===== config.mk =====
export PLATFORM = sky130hd
export DESIGN_NAME = mem_wb_stage
export DESIGN_NICKNAME = d
export VERILOG_FILES = /design/src/rtl/mem_wb_stage.sv
export SDC_FILE = /design/constraint.sdc
export NUM_CORES = 1
export LEC_CHECK = 0
export ABC_AREA = 1
export BUFFER_PORTS_ARGS = -buffer_cell sky130_fd_sc_hd__buf_2
export CORE_MARGIN = 4
export CORE_UTILIZATION = 42
export DETAILED_ROUTE_END_ITERATION = 12
export GPL_TIMING_DRIVEN = 0
export PLACE_DENSITY = 0.75
export SLEW_MARGIN = 25
export SYNTH_ARGS = -nofsm -noshare
export SYNTH_HDL_FRONTEND = slang
export SYNTH_SLANG_ARGS = --single-unit

===== constraint.sdc =====
create_clock -name clk -period 2 [get_ports clk]
set_clock_uncertainty 0.2 [all_clocks]
set_input_delay 0.3 -clock clk [delete_from_list [all_inputs] [get_ports clk]]
set_output_delay 0.3 -clock clk [all_outputs]
set_load 0.005 [all_outputs]

===== src/rtl/mem_wb_stage.sv =====
// Memory/writeback stage: issues dmem loads/stores, extends load data, drives the RF write port.
// Optional define MEMWB_MISALIGN_TRAP_EN traps misaligned H/W accesses on o_misaligned.
module mem_wb_stage #(
   parameter int unsigned RF_ADDR_W   = 5,
   parameter int unsigned RSP_TIMEOUT = 0
) (
   input  logic                 clk,
   input  logic                 rst_n,
   input  logic                 i_ex_valid,
   output logic                 o_ex_ready,
   input  logic [31:0]          i_ex_result,
   input  logic [RF_ADDR_W-1:0] i_ex_rd,
   input  logic                 i_ex_is_load,
   input  logic                 i_ex_is_store,
   input  logic [2:0]           i_ex_funct3,
   input  logic [31:0]          i_ex_store_data,
   input  logic                 i_flush,
   output logic                 o_stall,
   output logic                 o_dmem_req,
   output logic                 o_dmem_we,
   output logic [31:0]          o_dmem_addr,
   output logic [3:0]           o_dmem_be,
   output logic [31:0]          o_dmem_wdata,
   input  logic                 i_dmem_gnt,
   input  logic                 i_dmem_rvalid,
   input  logic [31:0]          i_dmem_rdata,
   output logic                 o_rf_we,
   output logic [RF_ADDR_W-1:0] o_rf_waddr,
   output logic [31:0]          o_rf_wdata,
`ifdef MEMWB_MISALIGN_TRAP_EN
   output logic                 o_bus_err,
   output logic                 o_misaligned
`else
   output logic                 o_bus_err
`endif
);

   localparam int unsigned CNT_W = (RSP_TIMEOUT > 1) ? $clog2(RSP_TIMEOUT + 1) : 1;

   typedef enum logic [1:0] {StIdle, StReq, StWait, StWb} state_e;

   state_e                 state_q;
   logic [31:0]            result_q;
   logic [RF_ADDR_W-1:0]   rd_q;
   logic                   is_load_q;
   logic                   is_store_q;
   logic [2:0]             funct3_q;
   logic [31:0]            sdata_q;
   logic [31:0]            wb_data_q;
   logic                   kill_q;
   logic [CNT_W-1:0]       cnt_q;
   logic                   bus_err_q;
`ifdef MEMWB_MISALIGN_TRAP_EN
   logic                   misal_q;
`endif

   logic [1:0]  off;
   logic [3:0]  be;
   logic [31:0] wdata;
   logic [31:0] load_ext;
   logic [7:0]  lane_b;
   logic [15:0] lane_h;
   logic        capture;
   logic        timeout;
   logic        misaligned;

   assign off = result_q[1:0];

   // Size comes from funct3[1:0]; shifted enables are truncated to the word.
   always_comb begin
      be       = 4'b1111;
      wdata    = sdata_q;
      lane_b   = i_dmem_rdata[{off, 3'b000} +: 8];
      lane_h   = i_dmem_rdata[{off[1], 4'b0000} +: 16];
      load_ext = i_dmem_rdata;
      case (funct3_q[1:0])
         2'b00: begin
            be    = 4'b0001 << off;
            wdata = {4{sdata_q[7:0]}};
         end
         2'b01: begin
            be    = 4'b0011 << off;
            wdata = {2{sdata_q[15:0]}};
         end
         default: ;
      endcase
      case (funct3_q)
         3'b000:  load_ext = {{24{lane_b[7]}}, lane_b};
         3'b001:  load_ext = {{16{lane_h[15]}}, lane_h};
         3'b100:  load_ext = {24'd0, lane_b};
         3'b101:  load_ext = {16'd0, lane_h};
         default: load_ext = i_dmem_rdata;
      endcase
   end

`ifdef MEMWB_MISALIGN_TRAP_EN
   assign misaligned = ((funct3_q[1:0] == 2'b01) && off[0]) || (funct3_q[1] && (off != 2'b00));
   assign o_misaligned = misal_q;
`else
   assign misaligned = 1'b0;
`endif

   assign capture = i_ex_valid && o_ex_ready && !i_flush;
   assign timeout = (RSP_TIMEOUT != 0) && ((32'(cnt_q) + 32'd1) == RSP_TIMEOUT);

   assign o_ex_ready   = (state_q == StIdle) || (state_q == StWb);
   assign o_stall      = (state_q == StReq) || (state_q == StWait);
   assign o_dmem_req   = (state_q == StReq) && !misaligned;
   assign o_dmem_we    = (state_q == StReq) && is_store_q;
   assign o_dmem_addr  = (state_q == StReq) ? {result_q[31:2], 2'b00} : 32'd0;
   assign o_dmem_be    = (state_q == StReq) ? be : 4'd0;
   assign o_dmem_wdata = ((state_q == StReq) && is_store_q) ? wdata : 32'd0;
   assign o_rf_we      = (state_q == StWb) && (rd_q != '0);
   assign o_rf_waddr   = rd_q;
   assign o_rf_wdata   = wb_data_q;
   assign o_bus_err    = bus_err_q;

   always_ff @(posedge clk or negedge rst_n) begin
      if (!rst_n) begin
         state_q    <= StIdle;
         result_q   <= '0;
         rd_q       <= '0;
         is_load_q  <= 1'b0;
         is_store_q <= 1'b0;
         funct3_q   <= '0;
         sdata_q    <= '0;
         wb_data_q  <= '0;
         kill_q     <= 1'b0;
         cnt_q      <= '0;
         bus_err_q  <= 1'b0;
`ifdef MEMWB_MISALIGN_TRAP_EN
         misal_q    <= 1'b0;
`endif
      end else begin
         bus_err_q <= 1'b0;
`ifdef MEMWB_MISALIGN_TRAP_EN
         misal_q   <= 1'b0;
`endif
         unique case (state_q)
            StIdle, StWb: begin
               if (capture) begin
                  result_q   <= i_ex_result;
                  rd_q       <= i_ex_rd;
                  is_load_q  <= i_ex_is_load;
                  is_store_q <= i_ex_is_store;
                  funct3_q   <= i_ex_funct3;
                  sdata_q    <= i_ex_store_data;
                  wb_data_q  <= i_ex_result;
                  kill_q     <= 1'b0;
                  state_q    <= (i_ex_is_load || i_ex_is_store) ? StReq : StWb;
               end else begin
                  state_q <= StIdle;
               end
            end
            StReq: begin
               if (misaligned) begin
`ifdef MEMWB_MISALIGN_TRAP_EN
                  misal_q <= !i_flush;
`endif
                  state_q <= StIdle;
               end else if (i_dmem_gnt) begin
                  // A grant coincident with flush stands; a load then completes as killed.
                  if (is_load_q) begin
                     kill_q  <= i_flush;
                     cnt_q   <= '0;
                     state_q <= StWait;
                  end else begin
                     state_q <= StIdle;
                  end
               end else if (i_flush) begin
                  state_q <= StIdle;
               end
            end
            StWait: begin
               if (i_dmem_rvalid) begin
                  if (kill_q || i_flush) begin
                     state_q <= StIdle;
                  end else begin
                     wb_data_q <= load_ext;
                     state_q   <= StWb;
                  end
               end else if (timeout) begin
                  bus_err_q <= 1'b1;
                  state_q   <= StIdle;
               end else begin
                  cnt_q <= cnt_q + CNT_W'(1);
                  if (i_flush) kill_q <= 1'b1;
               end
            end
            default: state_q <= StIdle;
         endcase
      end
   end

endmodule


==> results.py, run 1 <==
metrics = {
    "flow_run": {
        "maxCapViolCount": 0,
    },
    "sta": {
        "max-slew-margin-rel": 0.527,
        "fin_crit_ns": 2.24,
        "post-route-period-util": 1.12,
        "tightest_slew_ns": 0.703,
        "hold_viol": 0,
        "worst_slack_ns": -0.236,
        "rsz0062_at_grt": "true",
        "maxSlewViolCount": 0,
        "finalSetupViolations": 94,
        "fmax_mhz": 447,
    },
    "floorplan": {
        "start_util": 0.431,
        "io_pins": 223,
        "coreArea_mm2": 0.0140,
        "fp.dieArea_mm2": 0.0163,
        "core.rowCount": 43,
        "fp.dieW_um": 128,
        "die_y_um": 128,
    },
    "detailed_routing": {
        "num_vias": 7139,
        "drtIter0Drc": 628,
        "drt-total-wl_um": 24000,
        "drc": 0,
        "drtAntennaViolNets": 0,
        "wl_per_cell_um": 17.6,
        "drtPass1Iterations": 6,
        "via_per_inst": 5.23,
    },
    "placed_design": {
        "preCtsSetupSlack_ns": -0.483,
        "gp_congestion": 0.871,
        "portBuffers": 219,
        "dp_hpwl_um": 15300,
    },
    "worst_setup_path": {
        "slowest_stage": "dfrtp_1",
        "critPathLaunchType": "flop",
        "critPathMaxStageDelay_ns": 0.41,
        "worstPathRequired_ns": 1.50,
        "cp-end-kind": "output pin",
        "crit_type": "flop to output pin",
        "path_max_fanout": 6,
        "cp_data_arrival_time_ns": 1.74,
        "reg2regPathDepth": 10,
        "path_cells": "inv_2, ha_4, nand2_8, buf_6, o21ai_2, o221a_2, buf_2",
    },
    "run_status": {
        "failed_checks": "setup timing",
        "outcome": "complete, but fails checks",
    },
    "synth": {
        "yosys_most_used_dff": "dfrtp_1",
        "yosysTopAreaCell": "dfrtp_1",
        "syn_area_mm2": 0.00603,
        "ys_seq_area_frac": 0.452,
        "synthTopCellsByArea": "dfrtp_1, nand2_1, a21oi_1",
        "ys_seq_elements": 109,
        "netlist.area_leader.share": 0.452,
        "yosysWarnings": 0,
        "synth_edf_count": 0,
        "synth.avg_cell_area_um2": 7.11,
        "async_reset_ff_frac": 1.00,
        "netlist-cell-type-count": 34,
        "syn-instance-count": 848,
    },
    "pwr": {
        "p_per_area_mw_per_mm2": 1500,
        "p_int_mw": 8.10,
        "switchingPower_mw": 6.40,
        "clockPowerShare": 0.128,
        "p_comb_frac": 0.587,
        "vdd_drop_max_mv": 0.634,
        "switching_share": 0.441,
        "power_mw": 14.5,
        "leakagePower_nw": 5.31,
        "seq_power_share": 0.285,
    },
    "cts": {
        "cts.sinks": 109,
        "tritoncts": "yes",
        "cts.clk_slew.worst_paths_ns": 0.08,
        "cts_max_level": 3,
        "worstSkewPairLatency_ns": 0.36,
        "cts_root_buf": "clkbuf_16",
        "cts_buffer_depth": 2,
        "cts_made_buffers": 9,
    },
    "cells_and_area": {
        "area_growth_syn_to_layout_pct": 60.0,
        "seq_area_mm2": 0.00273,
        "nets": 1290,
        "drive_gt1_frac": 0.411,
        "fillers": 1057,
        "multiInputGateArea_mm2": 0.00326,
        "utilization": 0.690,
    },
    "global_routing": {
        "grt_pass1_vias": 6613,
        "grt_max_degree": 56,
        "grt_first_pass_wirelength_um": 33900,
        "track_usage": 0.262,
        "antenna_found_initial": 6,
        "gr-total-overflow": 0,
    },
    "hold_path": {
        "hold_class": "primary input to flop",
        "hold_depth": 3,
    },
}
[per-stage QoR]
step | hold WS [ns] | std cells | setup TNS [ns] | instance area, um^2
floorplan | -0.196 | 850 | 0 | 6040
global placement | 0.260 | 1249 | -117.73 | 7360
detailed placement | 0.0925 | 1250 | -26.88 | 7390
CTS | 0.0151 | 1339 | -13.37 | 8710
global route | 0.0503 | 1363 | -15.53 | 9640
finish | 0.0237 | 1364 | -9.08 | 9650
[power by group through the flow]
stage / logic, mW / registers, mW / clock network, mW
after global placement: 5.45 / 3.91 / 0
after detailed placement: 5.56 / 3.93 / 0
after CTS: 6.54 / 3.97 / 1.85
after floorplan: 3.55 / 3.82 / 0
after global routing: 9.20 / 4.24 / 1.97
final: 8.52 / 4.13 / 1.86
[Yosys cell counts (2+ instances only)]
cell type,number
a211oi_1,7
a21oi_1,78
buf_1,8
buf_2,12
buf_4,5
buf_6,3
clkbuf_1,22
dfrtp_1,109
ha_1,3
inv_1,93
inv_2,4
nand2_1,316
nand2_2,3
nand3_1,27
nand3_2,10
nor2_1,50
nor2_2,2
nor2_4,2
nor3_1,3
o21a_1,7
o21ai_0,57
o21ai_1,8
o21ai_2,2
o221a_2,3
o22ai_1,5
[per-layer routing]
| layer | track usage | vias to the layer above | routed length (um) |
|---|---|---|---|
| li1 | - | 3317 | - |
| met1 | 0.338 | 3377 | 9370 |
| met2 | 0.417 | 366 | 11600 |
| met3 | 0.0617 | 73 | 2090 |
| met4 | 0.123 | 6 | 916 |
| met5 | 0 | - | 46 |
[path summary, 6_finish.rpt]
path,start,end,slack (ns)
setup / recovery,state_q[1],o_dmem_wdata[26],-0.24
hold / removal,i_ex_result[28],result_q[28],0.02
setup reg to reg,state_q[1],o_rf_wdata[15],-0.07
hold reg to reg,o_rf_wdata[18],o_rf_wdata[18],0.28
max in group asynchronous,rst_n,result_q[10],0.68
min in group asynchronous,rst_n,sdata_q[13],0.26
[registers in the layout, indices dropped and copies added (netlist names)]
name        cells
is_load_q       1
o_rf_wdata     32
funct3_q        3
is_store_q      1
result_q       32
sdata_q        32
kill_q          1
state_q         2
o_rf_waddr      5
[what timing repair did]
item	CTS	global route
resized for setup	109	258
hold buffers	42	0
cloned	3	7
endpoints found under the hold margin	95	0
buffers inserted	31	18
setup endpoints to repair	154	164
pin swaps	12	25
[layout make-up]
| class | instances | area share |
|---|---|---|
| Clock buffer | 11 | 0.0252 |
| Inverter | 99 | 0.0411 |
| Tap cell | 180 | 0.0233 |
| Multi-Input combinational cell | 593 | 0.338 |
| Antenna cell | 4 | 0.00104 |
| Clock inverter | 5 | 0.00610 |
| Sequential cell | 109 | 0.283 |
| Buffer | 47 | 0.0507 |
| Timing Repair Buffer | 316 | 0.232 |
[logic make-up (layout without fill, tap and decap cells)]
family,after synthesis,after routing,share of synthesized area
simple gates,416,417,0.284
buf+inv,149,478,0.103
other cells,1,7,0.000622
compound gates,170,170,0.154
fa+ha+maj,3,3,0.00623
flops,109,109,0.452
[critical path, delay by kind of cell (launching register included)]
kind | cells | cell delay, ns
simple gates | 1 | 0.10
buf+inv | 3 | 0.34
fa+ha+maj | 1 | 0.20
compound gates | 2 | 0.33
flops | 1 | 0.41
[cell usage in the layout (no fill, tap or decap), types with 25 or more instances in the layout]
cell type / instances
nand2_1: 278
buf_2: 210
dfrtp_1: 108
inv_1: 72
a21oi_1: 49
buf_6: 46
nor2_1: 42
dlygate4sd3_1: 42
o21ai_0: 36
buf_4: 33
nand3_1: 27
nand2_2: 25
a21oi_2: 25
Note: power is estimated with default switching activity, not from simulation.
==> run 2: changes to the inputs <==
ABC_AREA = 0   (was 1)
==> results.py, run 2 <==
metrics = {
    "run_status": {
        "outcome": "complete, but fails checks",
        "failed_checks": "setup timing",
    },
    "synth": {
        "netlist-cell-type-count": 44,
        "async_reset_ff_frac": 1.00,
        "yosys_most_used_dff": "dfrtp_1",
        "netlist.area_leader.share": 0.472,
        "syn-instance-count": 554,
        "synth_top_family_by_area": "multiplexers",
        "synth_edf_count": 0,
        "synth.avg_cell_area_um2": 10.4,
        "yosysWarnings": 0,
        "ys_seq_elements": 109,
        "synth_simple_gate_area_frac": 0.132,
        "yosys-top-cells-count": "dfrtp_1, mux2_2, nor2_1, a21oi_1, nand2_1",
        "yosysMostFrequentCell": "dfrtp_1",
        "synthMuxAreaShare": 0.195,
        "synth_compound_area_frac": 0.146,
        "synthTopCellsByArea": "dfrtp_1, mux2_2, a21oi_1",
        "syn_area_mm2": 0.00578,
        "ys_seq_area_frac": 0.472,
        "synth_xor_area_frac": 0,
        "yosysTopAreaCell": "dfrtp_1",
        "synthAdderAreaFrac": 0.00649,
    },
    "cts": {
        "cts.clk_slew.worst_paths_ns": 0.07,
        "cts_root_buf": "clkbuf_16",
        "cts_made_buffers": 9,
        "cts_max_level": 3,
        "worstSkewPairLatency_ns": 0.36,
        "tritoncts": "yes",
        "cts.sinks": 109,
        "cts_buffer_depth": 2,
    },
    "sta": {
        "finalSetupViolations": 124,
        "post-route-period-util": 1.13,
        "worst_slack_ns": -0.255,
        "rsz0062_at_grt": "true",
        "tightest_slew_ns": 0.638,
        "maxSlewViolCount": 0,
        "hold_viol": 0,
        "max-slew-margin-rel": 0.575,
        "fin_crit_ns": 2.25,
        "fmax_mhz": 444,
    },
    "flow_run": {
        "maxCapViolCount": 0,
    },
    "floorplan": {
        "core.rowCount": 42,
        "start_util": 0.433,
        "coreArea_mm2": 0.0133,
        "fp.dieW_um": 125,
        "fp.dieArea_mm2": 0.0157,
        "die_y_um": 125,
        "io_pins": 223,
    },
    "cells_and_area": {
        "final_cell_mix": "buf_2, dfrtp_1, mux2_2, dlygate4sd3_1, nor2_1",
        "fin_cells": 1081,
        "drive_gt1_frac": 0.558,
        "layout_commonest_cell": "buf_2",
        "utilization": 0.732,
        "area_growth_syn_to_layout_pct": 69.1,
        "design_area_mm2": 0.00978,
        "nets": 1013,
    },
    "placed_design": {
        "dp_cells": 952,
        "portBuffers": 219,
        "dp_hpwl_um": 14800,
        "gp_congestion": 0.883,
        "placed_area_mm2": 0.00731,
    },
    "pwr": {
        "vdd_drop_max_mv": 0.861,
        "p_per_area_mw_per_mm2": 1480,
        "power_mw": 14.4,
        "leakagePower_nw": 4.70,
    },
    "worst_setup_path": {
        "reg2regPathDepth": 6,
        "path_max_fanout": 7,
        "cp-end-kind": "output pin",
        "crit_start": "state_q[0]",
        "r2r-start": "result_q[1]",
        "worst_r2r_endpoint": "o_rf_wdata[22]",
        "crit_type": "flop to output pin",
        "worstPathRequired_ns": 1.50,
        "cp_data_arrival_time_ns": 1.75,
        "endpoint": "o_dmem_wdata[28]",
        "r2r_slack_ns": -0.12,
        "critPathLaunchType": "flop",
    },
    "hold_path": {
        "hold_class": "primary input to flop",
        "hold_depth": 2,
    },
    "detailed_routing": {
        "drt-total-wl_um": 24600,
        "drtPass1Iterations": 6,
        "drtAntennaViolNets": 0,
        "num_vias": 6187,
        "drc": 0,
        "via_per_inst": 5.72,
        "drtIter0Drc": 448,
        "wl_per_cell_um": 22.7,
    },
    "global_routing": {
        "gr-total-overflow": 0,
        "grt_first_pass_wirelength_um": 35400,
        "grt_max_degree": 74,
        "track_usage": 0.288,
        "grt_pass1_vias": 6380,
        "antenna_found_initial": 1,
    },
}
run 2: worst min path at each step:
stage | from | endpoint | slack (ns)
finish | i_ex_result[23] | result_q[23] | 0.01
global route | i_ex_funct3[1] | funct3_q[1] | 0.005
CTS | i_ex_result[19] | result_q[19] | 0.002
detailed placement | rst_n | result_q[10] | 0.03
global placement | result_q[26] | result_q[26] | 0.28
floorplan | rst_n | funct3_q[0] | -0.20
run 2: cell families (layout without fill, tap and decap cells):
kind of cell	Yosys count	after routing
and+or+nand+nor	155	157
AOI/OAI and AO/OA	120	120
DFF	109	109
muxes	101	101
buffers and inverters	65	410
adders and majority gates	3	3
other	1	5
run 2: area by class of cell:
type / count / area, um^2
inverter: 18 / 71.3
timing repair buffer: 335 / 2440
clock buffer: 11 / 253
sequential: 109 / 2730
clock inverter: 5 / 81.3
fill: 869 / 3570
multi-input combinational: 384 / 3430
antenna: 2 / 5.00
buffer: 41 / 539
tap: 176 / 220
run 2: metal layers:
layer  vias to the layer above  wire length, um  global-route usage
met1                      2983             8930               0.336
met5                         -                0                   0
met4                         0             1340               0.146
met3                       101             2120              0.0759
li1                       2683                -                   -
met2                       420            12200               0.488
run 2: timing repair:
| item | CTS | global route |
|---|---|---|
| setup endpoints to repair | 170 | 178 |
| hold buffers | 60 | 0 |
| gates resized for setup | 177 | 59 |
| hold endpoints to repair | 96 | 0 |
| pin swaps | 31 | 15 |
| gates cloned | 11 | 6 |
| setup buffers | 37 | 11 |
run 2: critical path: stages (launching register included):
cell       delay, ns
dfrtp_1         0.43
buf_6           0.14
ha_4            0.14
clkbuf_16       0.16
nand2_8         0.08
buf_6           0.17
nor2_1          0.14
buf_2           0.14
run 2: per-stage QoR:
stage	setup WS [ns]	hold WS [ns]	TNS, ns
finish	-0.255	0.0111	-17.79
CTS	-0.216	0.00213	-17.06
global placement	-0.914	0.280	-139.24
floorplan	-0.0778	-0.196	-2.19
global route	-0.301	0.00539	-24.15
detailed placement	-0.578	0.0282	-44.56
run 2: power breakdown:
group | internal [mW] | switching, mW
clock network | 1.17 | 0.875
logic | 4.27 | 3.90
registers | 3.31 | 0.895
total | 8.75 | 5.67
